==> config.mk <==
export PLATFORM = sky130hd
export DESIGN_NAME = hseq_source
export DESIGN_NICKNAME = d
export VERILOG_FILES = /design/src/rtl/hseq_pkg.sv /design/src/rtl/hseq_red_gen.sv /design/src/rtl/hseq_source.sv
export SDC_FILE = /design/constraint.sdc
export NUM_CORES = 1
export LEC_CHECK = 0
export ABC_AREA = 1
export ABC_CLOCK_PERIOD_IN_PS = 2850
export CORE_UTILIZATION = 35
export DETAILED_ROUTE_END_ITERATION = 10
export RECOVER_POWER = 100
export SLEW_MARGIN = 20
export SYNTH_ARGS = -nofsm -noshare
export SYNTH_HDL_FRONTEND = slang
export SYNTH_SLANG_ARGS = --single-unit
==> constraint.sdc <==
create_clock -name gch_clk -period 2.85 [get_ports gch_clk]
set_clock_uncertainty 0.2 [all_clocks]
set_input_delay 0.7125 -clock gch_clk [delete_from_list [all_inputs] [get_ports gch_clk]]
set_output_delay 0.7125 -clock gch_clk [all_outputs]
set_load 0.01 [all_outputs]
==> src/rtl/hseq_pkg.sv <==
// Shared types and checksum helper for the hseq message source and its checkers.
// Supplies default field widths when the NS_* size macros are not already defined.
`ifndef NS_ADDRESS_SIZE
`define NS_ADDRESS_SIZE 8
`endif
`ifndef NS_DATA_SIZE
`define NS_DATA_SIZE 16
`endif
`ifndef NS_REDUN_SIZE
`define NS_REDUN_SIZE 8
`endif

package hseq_pkg;
    localparam int HSEQ_CNT_SZ = 16;
    localparam int HSEQ_MAX_W  = 64;

    typedef enum logic [1:0] {
        ST_INIT = 2'd0,
        ST_LOAD = 2'd1,
        ST_WAIT = 2'd2,
        ST_DONE = 2'd3
    } hseq_state_t;

    // Sum is taken modulo 2^op_w, op_w being the wider of the address and data fields.
    function automatic logic [HSEQ_MAX_W-1:0] hseq_red(
        input logic [HSEQ_MAX_W-1:0] src,
        input logic [HSEQ_MAX_W-1:0] dst,
        input logic [HSEQ_MAX_W-1:0] dat,
        input int                    op_w
    );
        logic [HSEQ_MAX_W-1:0] sum;
        logic [HSEQ_MAX_W-1:0] mask;
        sum  = src + dst + dat;
        mask = (op_w >= HSEQ_MAX_W) ? '1 : ((64'd1 << op_w) - 64'd1);
        return sum & mask;
    endfunction
endpackage

==> src/rtl/hseq_red_gen.sv <==
// Combinational redundancy field: (src + dst + dat) at max(ASZ,DSZ) bits, truncated to RSZ.
module hseq_red_gen
    import hseq_pkg::*;
#(
    parameter int ASZ = 8,
    parameter int DSZ = 16,
    parameter int RSZ = 8
) (
    input  logic [ASZ-1:0] i_src,
    input  logic [ASZ-1:0] i_dst,
    input  logic [DSZ-1:0] i_dat,
    output logic [RSZ-1:0] o_red
);
    localparam int MW = (ASZ > DSZ) ? ASZ : DSZ;

    assign o_red = RSZ'(hseq_red(HSEQ_MAX_W'(i_src), HSEQ_MAX_W'(i_dst),
                                 HSEQ_MAX_W'(i_dat), MW));
endmodule

==> src/rtl/hseq_source.sv <==
// Finite message source on a two-phase req/ack channel; NUM_MSGS=0 never sends.
// Optional HSEQ_SOURCE_STALL_CNT_EN adds stall_cnt, the saturating count of unaccepted ST_WAIT cycles.
module hseq_source
    import hseq_pkg::*;
#(
    parameter int             ASZ       = `NS_ADDRESS_SIZE,
    parameter int             DSZ       = `NS_DATA_SIZE,
    parameter int             RSZ       = `NS_REDUN_SIZE,
    parameter int             NUM_MSGS  = 8,
    parameter logic [ASZ-1:0] SRC_ADDR  = 0,
    parameter logic [ASZ-1:0] DST_ADDR  = 1,
    parameter logic [DSZ-1:0] DAT_START = 0,
    parameter logic [DSZ-1:0] DAT_STEP  = 1
) (
    input  logic             gch_clk,
    input  logic             gch_reset,
    output logic             gch_ready,
    output logic [ASZ-1:0]   snd0_src,
    output logic [ASZ-1:0]   snd0_dst,
    output logic [DSZ-1:0]   snd0_dat,
    output logic [RSZ-1:0]   snd0_red,
    output logic             snd0_req_out,
    input  logic             snd0_ack_in,
    output logic [1:0]       dbg_state,
    output logic             done
`ifdef HSEQ_SOURCE_STALL_CNT_EN
    ,
    output logic [HSEQ_CNT_SZ-1:0] stall_cnt
`endif
);
    localparam logic [HSEQ_CNT_SZ-1:0] LAST_K = HSEQ_CNT_SZ'(NUM_MSGS - 1);

    hseq_state_t            r_state;
    logic [HSEQ_CNT_SZ-1:0] r_k;
    logic [DSZ-1:0]         r_acc;
    logic [ASZ-1:0]         r_src;
    logic [ASZ-1:0]         r_dst;
    logic [DSZ-1:0]         r_dat;
    logic [RSZ-1:0]         r_red;
    logic                   r_req;
    logic                   r_ready;
    logic                   r_done;
    logic [RSZ-1:0]         w_red;
    logic                   w_accept;

    // Channel: a message is pending while req != ack; equality again means accepted.
    assign w_accept = (snd0_ack_in == r_req);

    hseq_red_gen #(.ASZ(ASZ), .DSZ(DSZ), .RSZ(RSZ)) u_red (
        .i_src (SRC_ADDR),
        .i_dst (DST_ADDR),
        .i_dat (r_acc),
        .o_red (w_red)
    );

    // r_acc runs ahead of r_dat so the presented fields keep the last message in ST_DONE.
    always_ff @(posedge gch_clk or posedge gch_reset) begin
        if (gch_reset) begin
            r_state <= ST_INIT;
            r_k     <= '0;
            r_acc   <= DAT_START;
            r_src   <= '0;
            r_dst   <= '0;
            r_dat   <= '0;
            r_red   <= '0;
            r_req   <= 1'b0;
            r_ready <= 1'b0;
            r_done  <= 1'b0;
        end else begin
            case (r_state)
                ST_INIT: begin
                    r_ready <= 1'b1;
                    if (NUM_MSGS == 0) begin
                        r_state <= ST_DONE;
                        r_done  <= 1'b1;
                    end else begin
                        r_state <= ST_LOAD;
                    end
                end
                ST_LOAD: begin
                    r_src   <= SRC_ADDR;
                    r_dst   <= DST_ADDR;
                    r_dat   <= r_acc;
                    r_red   <= w_red;
                    r_req   <= ~r_req;
                    r_state <= ST_WAIT;
                end
                ST_WAIT: begin
                    if (w_accept) begin
                        r_k   <= r_k + 1'b1;
                        r_acc <= r_acc + DAT_STEP;
                        if (r_k == LAST_K) begin
                            r_state <= ST_DONE;
                            r_done  <= 1'b1;
                        end else begin
                            r_state <= ST_LOAD;
                        end
                    end
                end
                ST_DONE: r_state <= ST_DONE;
                default: r_state <= ST_INIT;
            endcase
        end
    end

`ifdef HSEQ_SOURCE_STALL_CNT_EN
    logic [HSEQ_CNT_SZ-1:0] r_stall;

    always_ff @(posedge gch_clk or posedge gch_reset) begin
        if (gch_reset) begin
            r_stall <= '0;
        end else if (r_state == ST_WAIT && !w_accept && r_stall != '1) begin
            r_stall <= r_stall + 1'b1;
        end
    end

    assign stall_cnt = r_stall;
`endif

    assign gch_ready    = r_ready;
    assign snd0_src     = r_src;
    assign snd0_dst     = r_dst;
    assign snd0_dat     = r_dat;
    assign snd0_red     = r_red;
    assign snd0_req_out = r_req;
    assign done         = r_done;
    assign dbg_state    = r_state;
endmodule

==> results of run 1 <==
==> cell type report <==
type,count,area [sq um],share of cell area (%)
clock inverter,7,72.6,2.00
multi-input combinational,266,1240,34.1
inverter,45,169,4.65
clock buffer,9,124,3.41
timing repair buffer,34,344,9.48
sequential,62,1550,42.7
tap,105,131,3.62
==> per-layer routing <==
| metal | vias up | part of all wire (%) |
|---|---|---|
| met3 | 7 | 3.8 |
| met5 | - | 0 |
| met2 | 41 | 45 |
| li1 | 1234 | - |
| met1 | 1093 | 49 |
| met4 | 0 | 1.4 |
==> final timing paths <==
path / from / end / slack [ns]
max: snd0_ack_in / r_k[13]$_DFFE_PP0P_ / 0.45
min: gch_ready$_DFFE_PP0N_ / gch_ready$_DFFE_PP0N_ / 0.27
max reg2reg: dbg_state[0]$_DFFE_PP0P_ / snd0_red[6]$_DFFE_PP0N_ / 0.72
min reg2reg: gch_ready$_DFFE_PP0N_ / gch_ready$_DFFE_PP0N_ / 0.27
max in group asynchronous: gch_reset / snd0_red[6]$_DFFE_PP0N_ / 0.91
min in group asynchronous: gch_reset / gch_ready$_DFFE_PP0N_ / 0.81
==> cell usage in the layout (no fill, tap or decap), types with 2 or more instances in the layout <==
cell type,count
nand3_1,21
xor2_1,15
a21oi_1,2
dfrtp_1,62
nand2_1,128
dlygate4sd3_1,32
nor3_1,2
nor2_1,34
or2_2,2
ha_1,2
conb_1,15
nand4_1,14
inv_1,44
clkbuf_8,9
nor2_4,2
clkinvlp_4,2
clkinv_2,2
nor2_2,2
o21ai_0,22
==> power by group <==
part / internal (W) / total [W] / switching (W) / leakage (nW)
sequential: 0.000879 / 0.000879 / 0 / 0.820
clock: 0.000404 / 0.000770 / 0.000366 / 0.0956
combinational: 0.00000520 / 0.0000339 / 0.0000287 / 0.936
==> registers in the layout (all words and copies together), names as in the netlist <==
signal and flops:
dbg_state 2, done 1, gch_ready 1, r_acc 16, r_k 16, snd0_dat 16, snd0_dst 1, snd0_red 8
snd0_req_out 1
==> kinds of logic after synthesis <==
logic type | count (synthesis) | share of synthesized area (%)
other cells | 1 | 0.121
simple gates | 207 | 29.5
flops | 62 | 50.0
compound gates | 26 | 4.31
buf+inv | 68 | 10.7
fa+ha+maj | 2 | 0.806
xor+xnor | 16 | 4.52
==> per-stage QoR <==
| stage | hold slack (ns) | utilization, % | std cells |
|---|---|---|---|
| after floorplan | 0.242 | - | 396 |
| after global placement | 0.251 | 41.4 | 512 |
| after detailed placement | 0.259 | 41.4 | 512 |
| after CTS | 0.277 | 43.8 | 528 |
| after global routing | 0.295 | 43.3 | 528 |
| final | 0.266 | 43.3 | 528 |
==> flow_summary.toml, run 1 <==
[run_status]
status = "finished, final reports clean"

[grt]
top_usage_layer = "met2"
grtUsageMet2_pct = 23.0
grt_use_total_pct = 14.6
grt_pass1_vias = 2190
gr-total-overflow = 0
grt_pass1_wl_mm = 10.1
grt_max_degree = 42
antenna_found_initial = 0
use_met3_pct = 5.69
use_met1_pct = 18.5

[placed_design]
gp_congestion = 0.790
dpl_cell_area_sq_mm = 0.00347
dp_hpwl_mm = 4.19
dp_slack_ns = 0.372
numPortBuffers = 32

[synth]
synth_ff_type = "dfrtp_1"
synth_common_cells = "nand2_1, dfrtp_1, inv_1"
syn_avg_cell_area_sq_um = 8.12
synth_seq_area_share_pct = 50.0
synth_top_area_cell = "dfrtp_1"
synth-edff-count = 0
ys_async_sr_fraction_pct = 100
synth_area_leaders = "dfrtp_1, nand2_1, inv_1"
syn_area_sq_mm = 0.00310
synth_top_area_share_pct = 50.0
yosysMostFrequentCell = "nand2_1"
ys_warn_count = 0
synth_cells = 382
synth.distinct_cells = 26
yosys_register_bits = 62

[cells_and_area]
syn_to_final_growth_pct = 17.0
fin_area_sq_mm = 0.00363
nets = 423
drive_above_1_share_pct = 6.15
num_antenna_cells = 0
fillCellCount = 859

[setup_path]
worstSetupPathType = "in -> reg"
crit_buf_inv = 2
start_kind = "input port"
crit_slowest_cell = "dlygate4sd3_1"
crit_path_end_kind = "flop"
cp_top_family = "simple AND/OR/NAND/NOR gates"
ff2ff_path_depth = 6
cp_cell_sequence = "dlygate4sd3_1 -> inv_1 -> nand2_1 -> nand3_4 -> nor2_1 -> nand3_1 -> nand2_1 -> nand2_1"
max_stage_delay_ns = 0.54
crit_cells = 8
worstPathRequired_ns = 2.89
path_common_cell = "nand2_1"
cp_max_fo = 16
worstPathArrival_ns = 2.44

[cts]
tritoncts = "built"
insertion_delay_ns = 0.34
cts_root_buf = "clkbuf_8"
cts_htree_levels = 3
cts_sinks = 62
hold_buffers = 0
ctsResizeCount = 0
postCtsSetupBuffers = 0
numCtsBuffers = 9
path_clk_slew_ns = 0.07
cts_buffer_depth = 2

[routing]
drt_wl_total_mm = 5.94
vias_per_cell = 4.50
wire_per_inst_um = 11.2
vias = 2375
drtPass1Iterations = 4
route.detailed.drc = 0
dr.first_iter.drc_count = 143
ant_nets = 0

[timing]
hold_violations = 0
setup_violations = 0
max_freq_mhz = 416
setup_slack_ns = 0.448
period_share_pct = 84.3
final-max-slew-violation-count = 0
layout_min_cycle_time_ns = 2.40
slew_headroom_pct = 38.7
final.setup.tns_ns = 0
worstMarginPinSlew_ns = 0.919
rsz0062_at_grt = "no"

[die]
die_area_sq_mm = 0.00925
die_x_um = 96.2
start_util_pct = 37.0
core_sq_mm = 0.00838
rows = 33
die_h_um = 96.2
ioPinCount = 48

[min_path]
min_path_type = "reg -> reg"
hold_depth = 1

[job]
cap_violations = 0

[power_and_ir_drop]
power_density_mw_per_mm2 = 464
p_leak_nw = 1.85
total_power_w = 0.00168
ir_drop_uv = 277
No activity file was read; power rests on OpenSTA's default activity.
==> run 2: changes to the inputs <==
--- a/config.mk
+++ b/config.mk
@@ -6,7 +6,7 @@
 export NUM_CORES = 1
 export LEC_CHECK = 0
 export ABC_AREA = 1
-export ABC_CLOCK_PERIOD_IN_PS = 2850
+export ABC_CLOCK_PERIOD_IN_PS = 2500
 export CORE_UTILIZATION = 35
 export DETAILED_ROUTE_END_ITERATION = 10
 export RECOVER_POWER = 100
==> constraint.sdc (replaced) <==
create_clock -name gch_clk -period 2.5 [get_ports gch_clk]
set_clock_uncertainty 0.2 [all_clocks]
set_input_delay 0.625 -clock gch_clk [delete_from_list [all_inputs] [get_ports gch_clk]]
set_output_delay 0.625 -clock gch_clk [all_outputs]
set_load 0.01 [all_outputs]
==> run 2 against run 1 <==
Effect of this change: sequential share of layout area increased by 0.16 points; final cell count increased by 0.38%; first-iteration DRC count decreased by 41%; clock power decreased by 2%; critical path type is now reg -> out; critical endpoint is now dbg_state[0].
==> flow_summary.toml, run 2 (synthesized netlist as in run 1, its figures left out) <==
[setup_path]
ff2ff_path_depth = 4
worstPathArrival_ns = 1.42
worstPathRequired_ns = 1.67
max_stage_delay_ns = 0.64
reg2reg_to = "snd0_dat[12]$_DFFE_PP0N_"
cp_max_fo = 5
rrSetupSlack_ns = 0.63
crit_slowest_cell = "dlygate4sd3_1"
crit_buf_inv = 1
r2r_start = "dbg_state[0]$_DFFE_PP0P_"
cp_cell_sequence = "dlygate4sd3_1"
cp_top_family = "buffers and inverters"
worstSetupPathType = "reg -> out"
crit_cells = 1
crit_path_end_kind = "output pin"
start_kind = "flop"

[placed_design]
gp_congestion = 0.785
numPortBuffers = 32
dp_slack_ns = 0.154
dp_hpwl_mm = 4.30
placed_cells_incl_taps = 515

[timing]
rsz0062_at_grt = "no"
layout_min_cycle_time_ns = 2.25
setup_violations = 0
setup_slack_ns = 0.251
period_share_pct = 89.9
final.setup.tns_ns = 0
slew_headroom_pct = 34.0
worstMarginPinSlew_ns = 0.989
final-max-slew-violation-count = 0
hold_violations = 0
max_freq_mhz = 445

[routing]
route.detailed.drc = 0
dr.first_iter.drc_count = 85
ant_nets = 0
drtPass1Iterations = 4
vias = 2437
drt_wl_total_mm = 6.02
vias_per_cell = 4.60
wire_per_inst_um = 11.3

[grt]
grt_max_degree = 63
grt_pass1_vias = 2281
antenna_found_initial = 0
gr-total-overflow = 0
grt_pass1_wl_mm = 10.5
grt_use_total_pct = 15.0

[run_status]
status = "finished, final reports clean"

[die]
core_sq_mm = 0.00838
die_h_um = 96.2
ioPinCount = 48
start_util_pct = 37.0
die_area_sq_mm = 0.00925
die_x_um = 96.2
rows = 33

[cells_and_area]
drive_above_1_share_pct = 5.65
final_cell_mix = "nand2_1, dfrtp_1, inv_1"
syn_to_final_growth_pct = 16.5
nets = 426
instances_no_fill = 530
final_common_cell = "nand2_1"
fillCellCount = 883
seq_area_sq_mm = 0.00155
num_antenna_cells = 0
multi_input_area_sq_mm = 0.00125

[cts]
tritoncts = "built"
cts_sinks = 62
numCtsBuffers = 9
insertion_delay_ns = 0.34
hold_buffers = 0
path_clk_slew_ns = 0.06
cts_buffer_depth = 2
ctsResizeCount = 0
postCtsSetupBuffers = 0
cts_root_buf = "clkbuf_8"
cts_htree_levels = 3

[min_path]
min_path_type = "reg -> reg"
hp-start = "snd0_dst[0]$_DFFE_PP0N_"
min_to = "snd0_dst[0]$_DFFE_PP0N_"
hold_depth = 1

[power_and_ir_drop]
power_density_mw_per_mm2 = 495
p_leak_nw = 1.88
total_power_w = 0.00179
ir_drop_uv = 244

[job]
cap_violations = 0
## run 2: worst max-delay path by stage
stage,startpoint,to,slack (ns)
2_1_floorplan,gch_reset,dbg_state[0]$_DFFE_PP0P_,0.13
4_1_cts,dbg_state[0]$_DFFE_PP0P_,dbg_state[0],0.29
3_3_place_gp,snd0_ack_in,r_acc[5]$_DFFE_PP0P_,0.19
3_5_place_dp,snd0_ack_in,r_k[2]$_DFFE_PP0P_,0.15
5_1_grt,dbg_state[0]$_DFFE_PP0P_,dbg_state[0],0.18
6_report,dbg_state[0]$_DFFE_PP0P_,dbg_state[0],0.25
## run 2: power by group
group	switching (W)	leakage, nW	internal (W)
sequential	0	0.820	0.00100
clock	0.000374	0.0889	0.000377
combinational	0.0000318	0.967	0.00000364
total	0.000406	1.88	0.00138
## run 2: cell type report
class                           count  share of cell area [%]
Tap cell                          105                    3.63
Inverter                           45                    4.67
Multi-Input combinational cell    266                    34.5
Timing Repair Buffer               37                    9.69
Sequential cell                    62                    42.9
Clock inverter                      4                   0.657
Clock buffer                       11                    3.91
## run 2: through the flow
step / hold WS, ns / util [%] / area, sq um
5_1_grt: 0.286 / 43.1 / 3620
2_1_floorplan: 0.242 / - / 3160
3_5_place_dp: 0.258 / 41.7 / 3490
4_1_cts: 0.277 / 43.6 / 3660
3_3_place_gp: 0.250 / 41.7 / 3490
6_report: 0.268 / 43.1 / 3620
## run 2: routing by layer
metal	wire (um)	part of all wire [%]	global-route usage, %	vias to the layer above
li1	-	-	-	1244
met1	2880	48	18.7	1141
met2	2840	47	24.5	44
met3	211	3.5	4.50	8
met4	84	1.4	5.60	0
met5	0	0	0	-
